File: config.mk
export PLATFORM = sky130hd
export DESIGN_NAME = shift_load_ctrl_flat
export DESIGN_NICKNAME = d
export VERILOG_FILES = /design/src/rtl/shift_load_ctrl_if.sv /design/src/rtl/shift_load_ctrl.sv /design/src/flat_wrapper.sv
export SDC_FILE = /design/constraint.sdc
export NUM_CORES = 1
export LEC_CHECK = 0
export CORE_MARGIN = 3
export CORE_UTILIZATION = 46
export CTS_CLUSTER_DIAMETER = 200
export DETAILED_ROUTE_END_ITERATION = 10
export PLACE_DENSITY = 0.75
export SYNTH_ARGS = -nofsm -noshare
export SYNTH_HDL_FRONTEND = slang
export SYNTH_SLANG_ARGS = --single-unit
File: constraint.sdc
create_clock -name clk -period 1.5 [get_ports clk]
set_input_delay 0.225 -clock clk [delete_from_list [all_inputs] [get_ports clk]]
set_output_delay 0.225 -clock clk [all_outputs]
set_load 0.01 [all_outputs]
File: src/rtl/shift_load_ctrl_if.sv
// Handshake and serial-load bus between an issuing controller and shift_load_ctrl.
interface shift_load_ctrl_if #(
   parameter int unsigned WIDTH = 3
);
   logic             start;
   logic [WIDTH-1:0] din;
   logic             sd;
   logic             sh_en;
   logic             latch;
   logic             busy;
   logic             done;

   // Issuing logic drives the request, observes the serial side and status.
   modport master (
      output start, din,
      input  sd, sh_en, latch, busy, done
   );

   // Sequencer consumes the request and drives the serial side and status.
   modport slave (
      input  start, din,
      output sd, sh_en, latch, busy, done
   );
endinterface

File: src/rtl/shift_load_ctrl.sv
// Loads a parallel word MSB-first into a serial-in shift register, one bit
// every DIV clocks, then pulses latch and done. All outputs are registered.
module shift_load_ctrl #(
   parameter int unsigned WIDTH = 3,
   parameter int unsigned DIV   = 4
) (
   input logic               clk,
   input logic               rst,
   shift_load_ctrl_if.slave  bus
);
   localparam int unsigned PW = (DIV > 1) ? $clog2(DIV) : 1;
   localparam int unsigned CW = $clog2(WIDTH + 1);
   localparam logic [PW-1:0] PRESC_LAST = PW'(DIV - 1);
   localparam logic [CW-1:0] BIT_LAST   = CW'(WIDTH - 1);
   // With DIV=1 every SHIFT cycle is a strobe cycle, including the first.
   localparam logic          STROBE_AT_ZERO = (PRESC_LAST == '0);

   typedef enum logic [1:0] {IDLE, SHIFT, LATCH, DONE} state_t;

   state_t           state;
   logic [WIDTH-1:0] shadow;
   logic [WIDTH-1:0] shadow_shl;
   logic [PW-1:0]    presc;
   logic [PW-1:0]    presc_inc;
   logic [CW-1:0]    bitcnt;
   logic             sd_q;
   logic             sh_en_q;
   logic             latch_q;
   logic             busy_q;
   logic             done_q;

   assign shadow_shl = shadow << 1;
   assign presc_inc  = presc + PW'(1);

   assign bus.sd    = sd_q;
   assign bus.sh_en = sh_en_q;
   assign bus.latch = latch_q;
   assign bus.busy  = busy_q;
   assign bus.done  = done_q;

   // Sequencer: next-cycle output values are computed alongside the state so
   // that sd/sh_en/latch/busy/done all come straight from flops.
   always_ff @(posedge clk or posedge rst) begin
      if (rst) begin
         state   <= IDLE;
         shadow  <= '0;
         presc   <= '0;
         bitcnt  <= '0;
         sd_q    <= 1'b0;
         sh_en_q <= 1'b0;
         latch_q <= 1'b0;
         busy_q  <= 1'b0;
         done_q  <= 1'b0;
      end else begin
         sh_en_q <= 1'b0;
         latch_q <= 1'b0;
         done_q  <= 1'b0;
         case (state)
            IDLE: begin
               if (bus.start) begin
                  shadow  <= bus.din;
                  presc   <= '0;
                  bitcnt  <= '0;
                  sd_q    <= bus.din[WIDTH-1];
                  sh_en_q <= STROBE_AT_ZERO;
                  busy_q  <= 1'b1;
                  state   <= SHIFT;
               end
            end
            SHIFT: begin
               if (presc == PRESC_LAST) begin
                  // Downstream samples sd on this edge; advance to next bit.
                  presc  <= '0;
                  shadow <= shadow_shl;
                  bitcnt <= bitcnt + CW'(1);
                  if (bitcnt == BIT_LAST) begin
                     sd_q    <= 1'b0;
                     latch_q <= 1'b1;
                     state   <= LATCH;
                  end else begin
                     sd_q    <= shadow_shl[WIDTH-1];
                     sh_en_q <= STROBE_AT_ZERO;
                  end
               end else begin
                  presc   <= presc_inc;
                  sh_en_q <= (presc_inc == PRESC_LAST);
               end
            end
            LATCH: begin
               done_q <= 1'b1;
               state  <= DONE;
            end
            DONE: begin
               busy_q <= 1'b0;
               state  <= IDLE;
            end
            default: begin
               busy_q <= 1'b0;
               state  <= IDLE;
            end
         endcase
      end
   end
endmodule

File: src/flat_wrapper.sv
// flat-port wrapper written by rule: the top's interface ports become plain ports
module shift_load_ctrl_flat 
#(
   parameter int unsigned WIDTH = 3,
   parameter int unsigned DIV   = 4
)
  (clk, rst, bus_start, bus_din, bus_sd, bus_sh_en, bus_latch, bus_busy, bus_done);
  shift_load_ctrl_if #(.WIDTH(WIDTH)) bus_i ();
  input logic clk;
  input logic rst;
  input wire logic [$bits(bus_i.start)-1:0] bus_start;
  input wire logic [$bits(bus_i.din)-1:0] bus_din;
  output wire logic [$bits(bus_i.sd)-1:0] bus_sd;
  output wire logic [$bits(bus_i.sh_en)-1:0] bus_sh_en;
  output wire logic [$bits(bus_i.latch)-1:0] bus_latch;
  output wire logic [$bits(bus_i.busy)-1:0] bus_busy;
  output wire logic [$bits(bus_i.done)-1:0] bus_done;
  assign bus_i.start = bus_start;
  assign bus_i.din = bus_din;
  assign bus_sd = bus_i.sd;
  assign bus_sh_en = bus_i.sh_en;
  assign bus_latch = bus_i.latch;
  assign bus_busy = bus_i.busy;
  assign bus_done = bus_i.done;
  shift_load_ctrl #(.WIDTH(WIDTH), .DIV(DIV)) u_core (.clk(clk), .rst(rst), .bus(bus_i));
endmodule
# --- Word level (Yosys, flattened, before mapping) ---
# Cells that the tools add are included.
classes:
  n_eq_ne: 9
  bitwise: 0
  n_shift: 0
  multipliers: 0
  div_mod_pow: 0
  n_addsub: 2
  order_cmp: 0
  n_mux: 24
  reduce_logical: 7
op_table:
  columns: ["cell", "count"]
  rows:
  - ["two-way mux 2 bit", 8]
  - ["case mux 2 bit (2 select lines)", 3]
  - ["equality test 2 bit (second input constant)", 5]
  - ["two-way mux 1 bit", 10]
  - ["case mux 2 bit (4 select lines)", 1]
  - ["AND reduction 3 bit", 2]
  - ["adder 2 x 1 -> 2 bit (second input constant)", 2]
  - ["inequality test 2 x 1 -> 1 bit (second input constant)", 2]
  - ["case mux 1 bit (2 select lines)", 2]
  - ["AND reduction 2 bit", 2]
  - ["nonzero test 2 bit", 2]
  - ["equality test 2 x 1 -> 1 bit (second input constant)", 1]
  - ["zero test 2 bit", 1]
  - ["inequality test 2 bit (second input constant)", 1]
word_totals:
  inputBits: 6
  word_cells: 51
  mem_bits_ro: 0
  register_bits: 13
  out_inout_bits: 5
  latchBits: 0
  ramBits: 0
  mem_count: 0

# --- Logic depth before layout (Yosys ltp) ---
depth:
  word_depth: 4
  ltp_mapped: 6
  mapped_depth_nobuf: 5

# --- Worst setup path before layout ---
# No wires, ideal clock.
synth_timing:
  path_type: "reg2reg"
  start: "register u_core.state[0]"
  end: "register u_core.sd_q (netlist: u_core.bus.sd)"
  path_slack_ps: -31
  setup_ps: 125
  required_time_ps: 1375
  n_path_buf: 0
  period_less_slack_ps: 1531
  arrival_time_ps: 1406
  stages_incl_launch_ff: 6
  cell_sequence: "dfrtp_1 > inv_1 > ha_1 > and2b_4 > nor3_4 > mux2_4"
synth_via:
  elab_chain_len: 3
  elab_cells_between_ends: 7
  cone_classes: "3 x eq/ne; 1 x mux; 3 x reduce/logical"
synth_rtl:
  columns: ["element", "line_no", "rtl"]
  rows:
  - ["from (decl)", "shift_load_ctrl.sv:20", "state_t state;"]
  - ["from (signal assigned)", "shift_load_ctrl.sv:45", "state <= IDLE;"]
  - ["from (signal assigned)", "shift_load_ctrl.sv:67", "state <= SHIFT;"]
  - ["from (signal assigned)", "shift_load_ctrl.sv:79", "state <= LATCH;"]
  - ["equality test 2 x 1 -> 1 bit or zero test 2 bit (tied branches)", "shift_load_ctrl.sv:58", "case (state)"]
  - ["inequality test 2 x 1 -> 1 bit (no source line) (tied with other cells)", null, null]
  - ["AND reduction 3 bit (no source line)", null, null]
  - ["to (signal assigned)", "shift_load_ctrl.sv:64", "sd_q <= bus.din[WIDTH-1];"]
  - ["to (signal assigned)", "shift_load_ctrl.sv:81", "sd_q <= shadow_shl[WIDTH-1];"]
  - ["to (decl)", "shift_load_ctrl.sv:26", "logic sd_q;"]
# Parallel ways exist; a longest one is shown, timed or not.
# A chain may end at the register's enable or synchronous reset.

# --- Worst setup path in the final report ---
layout_timing:
  start: "register u_core.state[0]"
  end: "register u_core.shadow[1]"
layout_via:
  elab_chain_len: 3
  elab_cells_between_ends: 7
  cone_classes: "3 x eq/ne; 1 x mux; 3 x reduce/logical"
layout_rtl:
  columns: ["element", "line_no", "rtl"]
  rows:
  - ["equality test 2 x 1 -> 1 bit or zero test 2 bit (tied branches)", "shift_load_ctrl.sv:58", null]
  - ["inequality test 2 x 1 -> 1 bit (no source line) (tied with other cells)", null, null]
  - ["AND reduction 3 bit (no source line)", null, null]
  - ["to (signal assigned)", "shift_load_ctrl.sv:61", "shadow <= bus.din;"]
  - ["to (signal assigned)", "shift_load_ctrl.sv:74", "shadow <= shadow_shl;"]
  - ["to (decl)", "shift_load_ctrl.sv:21", "logic [WIDTH-1:0] shadow;"]
# Parallel ways exist; a longest one is shown, timed or not.

==> reports/summary.txt <==
outcome -> completed
CTS Buf Count -> 3
CP Buf/Inv Count -> 1
Avg WL per Cell -> 12.1 um
# hold bufs at CTS -> 0
core footprint -> 0.00138 mm^2
number of nets in the layout -> 107
post-synthesis adder-cell area fraction -> 13.8%
Tmin final -> 1.46 ns
CP Capture Type -> flip-flop
number of remaining DRC errors -> 0
mux cell area share after synthesis -> 10.5%
Yosys top cell by area -> dfrtp_1
I/O Buffers -> 10
max-cap violations -> 0
clk_skew -> 0.00316 ns
R2R Path Start -> u_core.state[0]
share of cells above drive strength 1 -> 30.4%
compound-gate portion of the synthesized area -> 11.2%
I/O pin total -> 11
Final WS setup -> 0.0365 ns
DIE HEIGHT -> 45.7 um
CTS H-Tree Depth -> 1
GRT overflow -> 0
DPL Wire Length -> 992 um
top cells by area, synth -> dfrtp_1 45%, ha_1 14%, mux2_4 6.2%
fin util -> 71.8%
clock root cell -> clkbuf_4
crit path max fanout -> 6
via/cell ratio -> 5.09
Cell variety after synth -> 22
Placement Cell Area -> 916 um^2
die width -> 45.7 um
vias in the first global route -> 549
via count -> 545
slowest stage cell on the critical path -> dfrtp_1
FF+latch count, synth -> 13
Leak -> 0.476 nW
GRT Total Usage -> 15.2%
syn_nets -> 80
main combinational cell family by area after synthesis -> simple AND/OR/NAND/NOR gates
Design Area, Final -> 992 um^2
Max VDD drop -> 1.26 mV
post-synthesis cell area -> 724 um^2
critical path depth -> 5
Setup Crit Path Kind -> reg -> reg
Pwr Total -> 0.00200 W
antenna fix cells -> 0
final slew viol count -> 0
Initial DRC Count -> 8
max frequency -> 683 MHz
nature of the critical path startpoint -> flip-flop
Die ar. -> 0.00209 mm^2
R2R cell count -> 5
TritonRoute pass-1 iters -> 4
fill count -> 101
r2r endpoint -> u_core.shadow[1]
Slowest Stage Delay on Critical Path -> 0.39 ns
worst slack, placed -> -0.0826 ns
Clock Pin Slew Worst Setup and Hold Paths -> 0.08 ns
XOR/XNOR share of the synthesized area -> 0%
worst path required time -> 1.66 ns
CTS tree -> built
Detail Route Antenna Nets -> 0
Placer Congestion -> 0.786
first-pass GRT wire length -> 2310 um
Multi-input gate area -> 394 um^2
Final Hold Violating Endpoints -> 0
worst setup path end -> u_core.shadow[1]
CP delay by family, top -> flip-flops
Syn Area/Cell -> 11.0 um^2
HP Class -> in -> async
setup TNS -> 0 ns
crit path from -> u_core.state[0]
initial antenna violation count -> 0
WL final -> 1290 um
crit path DAT -> 1.63 ns
Final period util -> 97.6%
Synth top area share -> 44.9%
critical path cell sequence -> buf_6 > ha_4 > nor2b_4 > nor3_4 > mux2_4
worst relative slew slack -> 66.3%
RSZ-0062 raised after global routing -> yes
floorplan row count -> 13
pin count of the biggest net entering global routing -> 14
PD cells -> 2020 mW/mm^2
Syn Inst Count -> 66
endpoints failing setup -> 0
clock latency on the worst-skew pair -> 0.27 ns
area share of and/or/nand/nor cells after synthesis -> 15.2%
worst reg2reg setup slack -> 0.04 ns
# clock sinks -> 13
Clock Path Buffers -> 2
Starting Density -> 52.4%
Synth Warn # -> 0
Register Area -> 325 um^2
post-synthesis sequential area ratio -> 44.9%
measured slew at the worst slew-check pin -> 0.505 ns
area grow syn2layout -> 37.0%
[state kept, by name (all words and copies together), names as in the netlist, 2 cells and up]
signal,count
u_core.state,2
u_core.shadow,2
u_core.presc,2
u_core.bitcnt,2
[kinds of logic after synthesis]
logic type               count (synthesis)
AO/OA/AOI/OAI                           12
buffers and inverters                    8
multiplexers                             6
flip-flops                              13
adder cells (fa/ha/maj)                  8
AND/OR/NAND/NOR                         19
[final cells by class]
class                           count  share of cell area [%]
Inverter                            7                    2.65
Tap cell                           15                    1.89
Clock buffer                        4                    2.65
Sequential cell                    13                    32.8
Timing Repair Buffer               23                    20.3
Multi-Input combinational cell     45                    39.7
[synthesized netlist by cell type]
cell,count
a21oi_2,1
a22o_1,2
a31oi_1,1
and2_1,1
and2b_4,1
and3_1,1
buf_2,1
dfrtp_1,13
ha_1,8
inv_1,7
mux2_2,1
mux2_4,3
mux2i_1,2
nand2_1,7
nand2b_1,4
nor2_1,2
nor2b_1,2
nor3_4,1
o21ai_0,4
o22ai_1,2
o2bb2ai_1,1
o31ai_1,1
[worst min-delay path by stage]
| stage | to | cells past startpoint | slack (ns) | startpoint |
|---|---|---|---|---|
| floorplan | u_core.bitcnt[0] | 1 | 0.10 | rst |
| global placement | u_core.bus.busy | 1 | 0.48 | u_core.bus.busy |
| detailed placement | u_core.bus.busy | 1 | 0.48 | u_core.bus.busy |
| CTS | u_core.state[0] | 2 | 0.29 | rst |
| global route | u_core.state[0] | 2 | 0.32 | rst |
| finish | u_core.bus.latch | 2 | 0.27 | rst |
[where the power goes]
part	switching, W	leakage, nW	internal (W)
registers	0.0000912	0.166	0.000491
logic	0.000494	0.295	0.000708
clock network	0.000117	0.0150	0.000103
[layer usage]
metal,GRT usage (%),up-vias,routed length (um)
met2,25.9,10,588
li1,-,276,-
met1,19.2,257,640
met5,0,-,0
met3,3.56,2,48
met4,3.51,0,13
[stage by stage]
step           hold slack, ns  instances
6_report                0.271        107
5_1_grt                 0.318        107
4_1_cts                 0.288        105
3_5_place_dp            0.482        100
3_3_place_gp            0.476        100
2_1_floorplan           0.102         66
[worst register-to-register path, cell delays in order (launching register included)]
cell and delay, ns:
dfrtp_1 0.39, buf_6 0.13, ha_4 0.17, nor2b_4 0.14, nor3_4 0.22, mux2_4 0.32
[placed cells by master, fill, tap and decap left out, types with 3 or more instances in the layout]
cell	synthesis	final
ha_1	8	6
nand2_1	7	7
mux2_4	3	3
clkbuf_4	0	3
buf_4	0	12
nand2b_1	4	4
dfrtp_1	13	13
o21ai_0	4	4
inv_1	7	6
clkdlybuf4s50_1	0	10
[repair_timing]
item | in CTS | in global routing
pin swaps | 0 | 1
endpoints found under the setup margin | 2 | 6
gates cloned | 0 | 0
resized for setup | 2 | 5
hold endpoints to repair | 0 | 0
buffers inserted | 1 | 2
Note: power is estimated with default switching activity, not from simulation.
